## config.mk

```make
export PLATFORM = sky130hd
export DESIGN_NAME = oled_frame_streamer
export DESIGN_NICKNAME = d
export VERILOG_FILES = /design/src/rtl/oled_frame_streamer.sv
export SDC_FILE = /design/constraint.sdc
export NUM_CORES = 1
export LEC_CHECK = 0
export CORE_MARGIN = 1.5
export CORE_UTILIZATION = 50
export CTS_CLUSTER_SIZE = 24
export DETAILED_ROUTE_END_ITERATION = 10
export GPL_TIMING_DRIVEN = 0
export PLACE_DENSITY = 0.72
export SLEW_MARGIN = 5
export SYNTH_ARGS = -nofsm -noshare
export SYNTH_HDL_FRONTEND = slang
export SYNTH_SLANG_ARGS = --single-unit
```

## constraint.sdc

```tcl
create_clock -name clk -period 2.7 [get_ports clk]
set_input_delay 0.405 -clock clk [delete_from_list [all_inputs] [get_ports clk]]
set_output_delay 0.405 -clock clk [all_outputs]
set_load 0.01 [all_outputs]
```

## src/rtl/oled_frame_streamer.sv

```systemverilog
// Raster-scans an SSD1331 panel, fetches RGB565 pixels from a combinational
// generator and streams a window-address command burst plus pixel data over SPI.
module oled_frame_streamer #(
  parameter int CLK_DIV = 1,
  parameter int WIDTH   = 96,
  parameter int HEIGHT  = 64
) (
  input  logic        clk,
  input  logic        rstn,
  input  logic        frame_req,
  input  logic [15:0] pixel_data,
  output logic [6:0]  X,
  output logic [5:0]  Y,
  output logic        busy,
  output logic        frame_done,
  output logic        cs_n,
  output logic        dc,
  output logic        sclk,
  output logic        sdata
);

  typedef enum logic [1:0] {S_IDLE, S_CMD, S_PIX} state_t;

  localparam logic [7:0] DIV_LAST = 8'(CLK_DIV - 1);
  localparam logic [6:0] X_LAST   = 7'(WIDTH - 1);
  localparam logic [5:0] Y_LAST   = 6'(HEIGHT - 1);

  state_t      r_state;
  logic [7:0]  r_div;
  logic [3:0]  r_bitCnt;
  logic [2:0]  r_byteIdx;
  logic [15:0] r_shift;
  logic [15:0] r_hold;
  logic        r_fetch;
  logic        r_lastPix;
  logic [6:0]  r_X;
  logic [5:0]  r_Y;
  logic        r_busy;
  logic        r_frameDone;
  logic        r_csN;
  logic        r_dc;
  logic        r_sclk;
  logic        r_sdata;

  logic [2:0]  w_nextIdx;
  logic [7:0]  w_cmdByte;
  logic        w_atLast;
  logic [6:0]  w_nextX;
  logic [5:0]  w_nextY;

  assign w_nextIdx = r_byteIdx + 3'd1;
  assign w_atLast  = (r_X == X_LAST) && (r_Y == Y_LAST);
  assign w_nextX   = (r_X == X_LAST) ? 7'd0 : r_X + 7'd1;
  assign w_nextY   = (r_X != X_LAST) ? r_Y : ((r_Y == Y_LAST) ? 6'd0 : r_Y + 6'd1);

  // Column/row window command bytes; byte 0 (0x15) is loaded directly on accept.
  always_comb begin
    w_cmdByte = 8'h15;
    case (w_nextIdx)
      3'd1:    w_cmdByte = 8'h00;
      3'd2:    w_cmdByte = 8'(WIDTH - 1);
      3'd3:    w_cmdByte = 8'h75;
      3'd4:    w_cmdByte = 8'h00;
      3'd5:    w_cmdByte = 8'(HEIGHT - 1);
      default: w_cmdByte = 8'h15;
    endcase
  end

  always_ff @(posedge clk or negedge rstn) begin
    if (!rstn) begin
      r_state     <= S_IDLE;
      r_div       <= 8'd0;
      r_bitCnt    <= 4'd0;
      r_byteIdx   <= 3'd0;
      r_shift     <= 16'd0;
      r_hold      <= 16'd0;
      r_fetch     <= 1'b0;
      r_lastPix   <= 1'b0;
      r_X         <= 7'd0;
      r_Y         <= 6'd0;
      r_busy      <= 1'b0;
      r_frameDone <= 1'b0;
      r_csN       <= 1'b1;
      r_dc        <= 1'b0;
      r_sclk      <= 1'b1;
      r_sdata     <= 1'b0;
    end else begin
      r_frameDone <= 1'b0;
      // Generator has one cycle of latency after X/Y move.
      if (r_fetch) begin
        r_hold  <= pixel_data;
        r_fetch <= 1'b0;
      end
      case (r_state)
        S_IDLE: begin
          if (frame_req) begin
            r_state   <= S_CMD;
            r_busy    <= 1'b1;
            r_csN     <= 1'b0;
            r_dc      <= 1'b0;
            r_sclk    <= 1'b0;
            r_div     <= 8'd0;
            r_bitCnt  <= 4'd0;
            r_byteIdx <= 3'd0;
            r_sdata   <= 1'b0;
            r_shift   <= {7'h15, 9'd0};
            r_X       <= 7'd0;
            r_Y       <= 6'd0;
            r_fetch   <= 1'b1;
            r_lastPix <= 1'b0;
          end
        end
        default: begin
          if (r_div != DIV_LAST) begin
            r_div <= r_div + 8'd1;
          end else begin
            r_div <= 8'd0;
            if (!r_sclk) begin
              r_sclk <= 1'b1;
            end else begin
              r_sclk <= 1'b0;
              if (r_bitCnt != ((r_state == S_CMD) ? 4'd7 : 4'd15)) begin
                r_bitCnt <= r_bitCnt + 4'd1;
                r_sdata  <= r_shift[15];
                r_shift  <= {r_shift[14:0], 1'b0};
              end else if (r_state == S_CMD && r_byteIdx != 3'd5) begin
                r_byteIdx <= w_nextIdx;
                r_bitCnt  <= 4'd0;
                r_sdata   <= w_cmdByte[7];
                r_shift   <= {w_cmdByte[6:0], 9'd0};
              end else if (r_state == S_PIX && r_lastPix) begin
                r_state     <= S_IDLE;
                r_busy      <= 1'b0;
                r_csN       <= 1'b1;
                r_sclk      <= 1'b1;
                r_dc        <= 1'b0;
                r_sdata     <= 1'b0;
                r_bitCnt    <= 4'd0;
                r_frameDone <= 1'b1;
                r_X         <= 7'd0;
                r_Y         <= 6'd0;
              end else begin
                // Start of a pixel MSB: load captured colour and move X/Y on.
                r_state   <= S_PIX;
                r_dc      <= 1'b1;
                r_bitCnt  <= 4'd0;
                r_sdata   <= r_hold[15];
                r_shift   <= {r_hold[14:0], 1'b0};
                r_lastPix <= w_atLast;
                r_X       <= w_nextX;
                r_Y       <= w_nextY;
                r_fetch   <= 1'b1;
              end
            end
          end
        end
      endcase
    end
  end

  assign X          = r_X;
  assign Y          = r_Y;
  assign busy       = r_busy;
  assign frame_done = r_frameDone;
  assign cs_n       = r_csN;
  assign dc         = r_dc;
  assign sclk       = r_sclk;
  assign sdata      = r_sdata;

endmodule

```

Yosys cells after proc, flatten, opt, wreduce, memory -nomap -nowiden --
Cells that the tools add are included.
Storage, ports and cells: output and inout bits 19, bits of input ports 19, word-level logic and storage cells 151, register bits after elaboration 70
Cells by class: add/subtract/negate cells 5, multiplexer cells 94, equal/unequal tests 19, reductions and logical operators 17
Operator list (number):
- $mux 16 | 7
- $mux 7 | 8
- $mux 6 | 9
- $mux 1 | 47
- $pmux 7 s4 | 1
- $mux 4 | 6
- $mux 8 | 3
- $mux 3 | 6
- $reduce_and 6->1 | 3
- $mux 2 | 7
- $reduce_and 5->1 | 2
- $add 8x1->8 const B | 1
- $ne 2x1->1 const B | 4
- $reduce_bool 8->1 | 1
- $add 7x1->7 const B | 1
- $eq 7x7->1 const B | 1
- $ne 7x7->1 const B | 1
- $add 6x1->6 const B | 1
- $eq 3x2->1 const B | 2
- $eq 3x3->1 const B | 2
- $eq 6x6->1 const B | 1
- $reduce_bool 2->1 | 3
- $add 4x1->4 const B | 1
- $ne 4x3->1 const B | 1
- 14 further kinds | 16

Longest topological paths before layout --
depth after elaboration 9, gate-level depth with buffers 10

Worst setup path after synthesis --
No wires, ideal clock.
path type register to register, from register r_div[0], to register r_Y[0] (netlist: Y[0]), arrival time 1907 ps, data required time 2575 ps, path slack 668 ps, buffers on the path 1, stages on the path, launching flop included 9, path through dfrtp_1 > inv_1 > ha_1 > or4b_4 > nor2_4 > a31o_1 > buf_6 > nand3_4 > mux2_4
Between the ends: cells in the longest elaborated chain, start to end 3
Ends and longest elaborated chain:
- start, declared | RTL line 29 | logic [7:0] r_div;
- start signal, assigned | RTL line 115 | r_div <= r_div + 8'd1;
- $reduce_bool 8->1 | RTL line 114 | if (r_div != DIV_LAST) begin
- $ne 2x1->1 (no source line)
- $reduce_and 6->1 (no source line)
- end signal, assigned | RTL line 151 | r_Y <= w_nextY;
- end, declared | RTL line 37 | logic [5:0] r_Y;
No other way between the ends. A chain may end at the register's enable or synchronous reset.

Final worst setup path --
from register r_div[0], to register r_shift[10]
Between the ends: cells in the longest elaborated chain, start to end 3
Ends and longest elaborated chain:
- $reduce_bool 8->1 | RTL line 114
- $ne 2x1->1 (no source line)
- $reduce_and 4->1 (no source line)
- end signal, assigned | RTL line 106 | r_shift <= {7'h15, 9'd0};
- end signal, assigned | RTL line 125 | r_shift <= {r_shift[14:0], 1'b0};
- end signal, assigned | RTL line 130 | r_shift <= {w_cmdByte[6:0], 9'd0};
- end, declared | RTL line 32 | logic [15:0] r_shift;
No other way between the ends.

==> summary.md <==
| Metric | Value |
|---|---|
| Status | complete, no violations |
| Gr usage total | 23.2% |
| CP Capture Type | flop |
| Commonest non-fill, non-tap cell in the layout | dfrtp_1 |
| RSZ-0062 raised after global routing | false |
| Crit path max fanout | 10 |
| Mux contribution to synthesized area | roughly 7.5% |
| Post-synthesis compound-gate area fraction | 20.4% |
| CTS tree | done |
| Max clock buf depth | 2 |
| I/O pin cnt | 38 |
| Synth-to-Final Area Change | 19.9% |
| Pwr Total | ~4.2 mW |
| DRC | 0 |
| PwrDens | 974 mW/mm^2 |
| WS Path Type | flop to flop |
| Initial DRC Count | 124 |
| Initial antenna violation count | 0 |
| Total Routed Length | around 8.4 mm |
| Min Tclk post-route | around 2.4 ns |
| Peak per-stage delay on the critical path | about 0.45 ns |
| Die H | a little under 90 microns |
| Slew Limit Fails | 0 |
| CP most frequent cell | buf_2 |
| Crit path max-delay cell type | dfrtp_1 |
| Final core occ | a little over three fifths |
| Leak | between 1.5 and 2 nW |
| Worst r2r path cells | 10 |
| Largest net degree at the start of global routing | 69 |
| Worst-Margin Slew | about 0.84 ns |
| Num CTS Buffers | 9 |
| Layout cell share with drive strength beyond 1 | 13.9% |
| Die ar. | 0.00769 sq mm |
| Htree depth | 3 |
| Initial core utilization | a little over half |
| Critical-path cell list | inv_1, ha_1, nor4b_1, and3_1, buf_2, nand2_1, buf_2, clkbuf_1, nand3_1, o41ai_1 |
| Top cell family by delay on the critical path | simple AND/OR/NAND/NOR gates |
| Endpoints failing hold | 0 |
| TritonRoute pass-1 iters | 4 |
| XOR/XNOR Fraction of Synth Area | 1.19% |
| Adder-Cell Fraction of Synth Area | about 3.1% |
| Clock Skew | between 0.009 and 0.01 ns |
| Req. time, crit path | about 2.9 ns |
| Flop and latch count out of synthesis | slightly below 70 |
| Clock sink count | a little under 70 |
| Asr flop ratio synth | 100% |
| Diodes inserted | 0 |
| Simple-gate share of the synthesized area | about 17% |
| NumNets Final | ~430 |
| DP Area | roughly 0.0041 sq mm |
| Worst min path class | input port to asynchronous set/reset pin |
| Slew headroom | a little over two fifths |
| Synth unique cells | 60 |
| Mean post-synth cell area | around 10 sq um |
| R2r endpoint | r_shift[10] |
| Layout Cells excl Fill | 500 |
| Cts repair resizes | 0 |
| Post-Synthesis Cells | between 300 and 400 |
| Post-Syn Area | around 0.0036 sq mm |
| Fillers | between 500 and 600 |
| CP bufs+invs | 4 |
| Main combinational cell family by area after synthesis | compound AO/OA/AOI/OAI gates |
| First-pass GRT wire length | between 10 and 15 mm |
| Routability cong. | approximately 0.85 |
| Root Buffer | clkbuf_8 |
| Most frequent cells in the layout | dfrtp_1, clkdlybuf4s50_1, o21ai_0 |
| Post-route ant nets | 0 |
| Port bufs | 37 |
| Worst endpoint data arrival time | 2.64 ns |
| R2R Setup Slk | 0.27 ns |
| Max Cap Viol | 0 |
| Syn nets | 380 |
| DR WL/cell | ~17 microns |
| Row count | 30 |
| Post-route cell area | 0.00430 sq mm |
| Clock transition at path regs | 0.07 ns |
| Tcrit/Tclk final | between 80% and 90% |
| Post-CTS Setup Repair Bufs | 0 |
| Placed cells | ~490 |
| Synth Flop Type | dfrtp_1 |
| Maximum vdd ir drop | approximately 0.66 mV |
| Endpoints failing setup | 0 |
| Post-DP HPWL | ~5.7 mm |
| FF-to-FF Start | r_div[0] |
| Routed vias/inst | between 5 and 6 |
| Crit start category | flop |
| Grt ovf | 0 |
| Vias | between 2000 and 3000 |
| CTS Hold Bufs | 0 |
| Post-synthesis sequential area ratio | roughly 48% |
| EDFF count, synth | 0 |
| Clk_lat worst skew | ~0.34 ns |
| Width of the chip | roughly 88 microns |
| Vias in the first global route | 2909 |
| Synth warnings | 0 |
| Setup TNS | 0 ns |
| Max Fclk | just over 400 MHz |
| CORE AREA | 0.00687 sq mm |
routing by layer:
layer  track usage (%)  up-vias  part of all wire (%)
met3              5.09       17                   4.9
met5                 0        -                     0
met2              36.7       97                    47
li1                  -     1410                     -
met1              31.5     1446                    47
met4              8.80        0                   1.6
worst register-to-register path, cell delays in order (launching register included):
cell,delay (ns)
dfrtp_1,0.45
inv_1,0.09
ha_1,0.17
nor4b_1,0.38
and3_1,0.21
buf_2,0.19
nand2_1,0.10
buf_2,0.21
clkbuf_1,0.25
nand3_1,0.16
o41ai_1,0.09
synthesized netlist by cell type (4+ instances only):
cell type  instances  share of area (%)
a31oi_1           10                1.7
a32o_1             6                1.7
mux2_2            18                5.7
buf_2              4               0.56
nand3_1           26                3.6
o41ai_1            4               0.98
mux2i_1            5                1.4
nor2_1            28                2.9
clkbuf_1          11                1.2
nor3_1             4               0.56
inv_1              6               0.63
a21boi_0          10                2.1
nand2_1           21                2.2
o21ai_0           31                4.3
ha_1               9                3.1
a22o_1             5                1.2
a21o_1             5                1.0
nand4_1            7                1.2
o31ai_1            7                1.5
a21oi_1            8                1.1
dfrtp_1           66                 46
and3_1             6                1.0
sequential cells by signal, indices dropped and copies added, names as in the netlist, 2 cells and up:
name / cells
Y: 6
X: 7
r_bitCnt: 4
r_div: 8
r_hold: 16
r_shift: 15
r_state: 2
r_byteIdx: 3
cell families after synthesis:
group,count (synthesis)
muxes,24
DFF,68
AOI/OAI and AO/OA,104
buffers and inverters,24
xor gates and xnor gates,4
and+or+nand+nor,119
adders and majority gates,9
how the worst max path moves through the flow:
stage | from | to | slack (ns) | cells past startpoint
finish | r_div[0] | r_shift[10] | 0.27 | 10
global route | r_div[0] | r_shift[10] | 0.04 | 10
CTS | r_div[0] | r_shift[10] | 0.31 | 10
detailed placement | X[0] | Y[3] | 0.39 | 6
global placement | rstn | r_hold[14] | -1.06 | 1
floorplan | r_div[0] | Y[0] | 0.67 | 8
stage by stage:
| stage | hold WS (ns) | setup slack (ns) |
|---|---|---|
| 6_report | 0.152 | 0.272 |
| 3_5_place_dp | 0.456 | 0.395 |
| 5_1_grt | 0.242 | 0.0411 |
| 2_1_floorplan | 0.109 | 0.668 |
| 4_1_cts | 0.194 | 0.311 |
| 3_3_place_gp | 0.453 | -1.06 |
report_power, final:
part	total [mW]	switching, mW	internal [mW]
combinational	1.73	1.05	0.682
sequential	1.52	0.215	1.30
clock	0.942	0.378	0.564
layout make-up:
class / instances / area (sq um) / area share [%]
Timing Repair Buffer: 37 / 368 / 8.56
Buffer: 18 / 83.8 / 1.95
Clock buffer: 11 / 151 / 3.52
Clock inverter: 4 / 72.6 / 1.69
Sequential cell: 68 / 1700 / 39.7
Multi-Input combinational cell: 260 / 1780 / 41.3
Inverter: 6 / 22.5 / 0.524
Tap cell: 96 / 120 / 2.79
(Power assumes the default switching activity.)
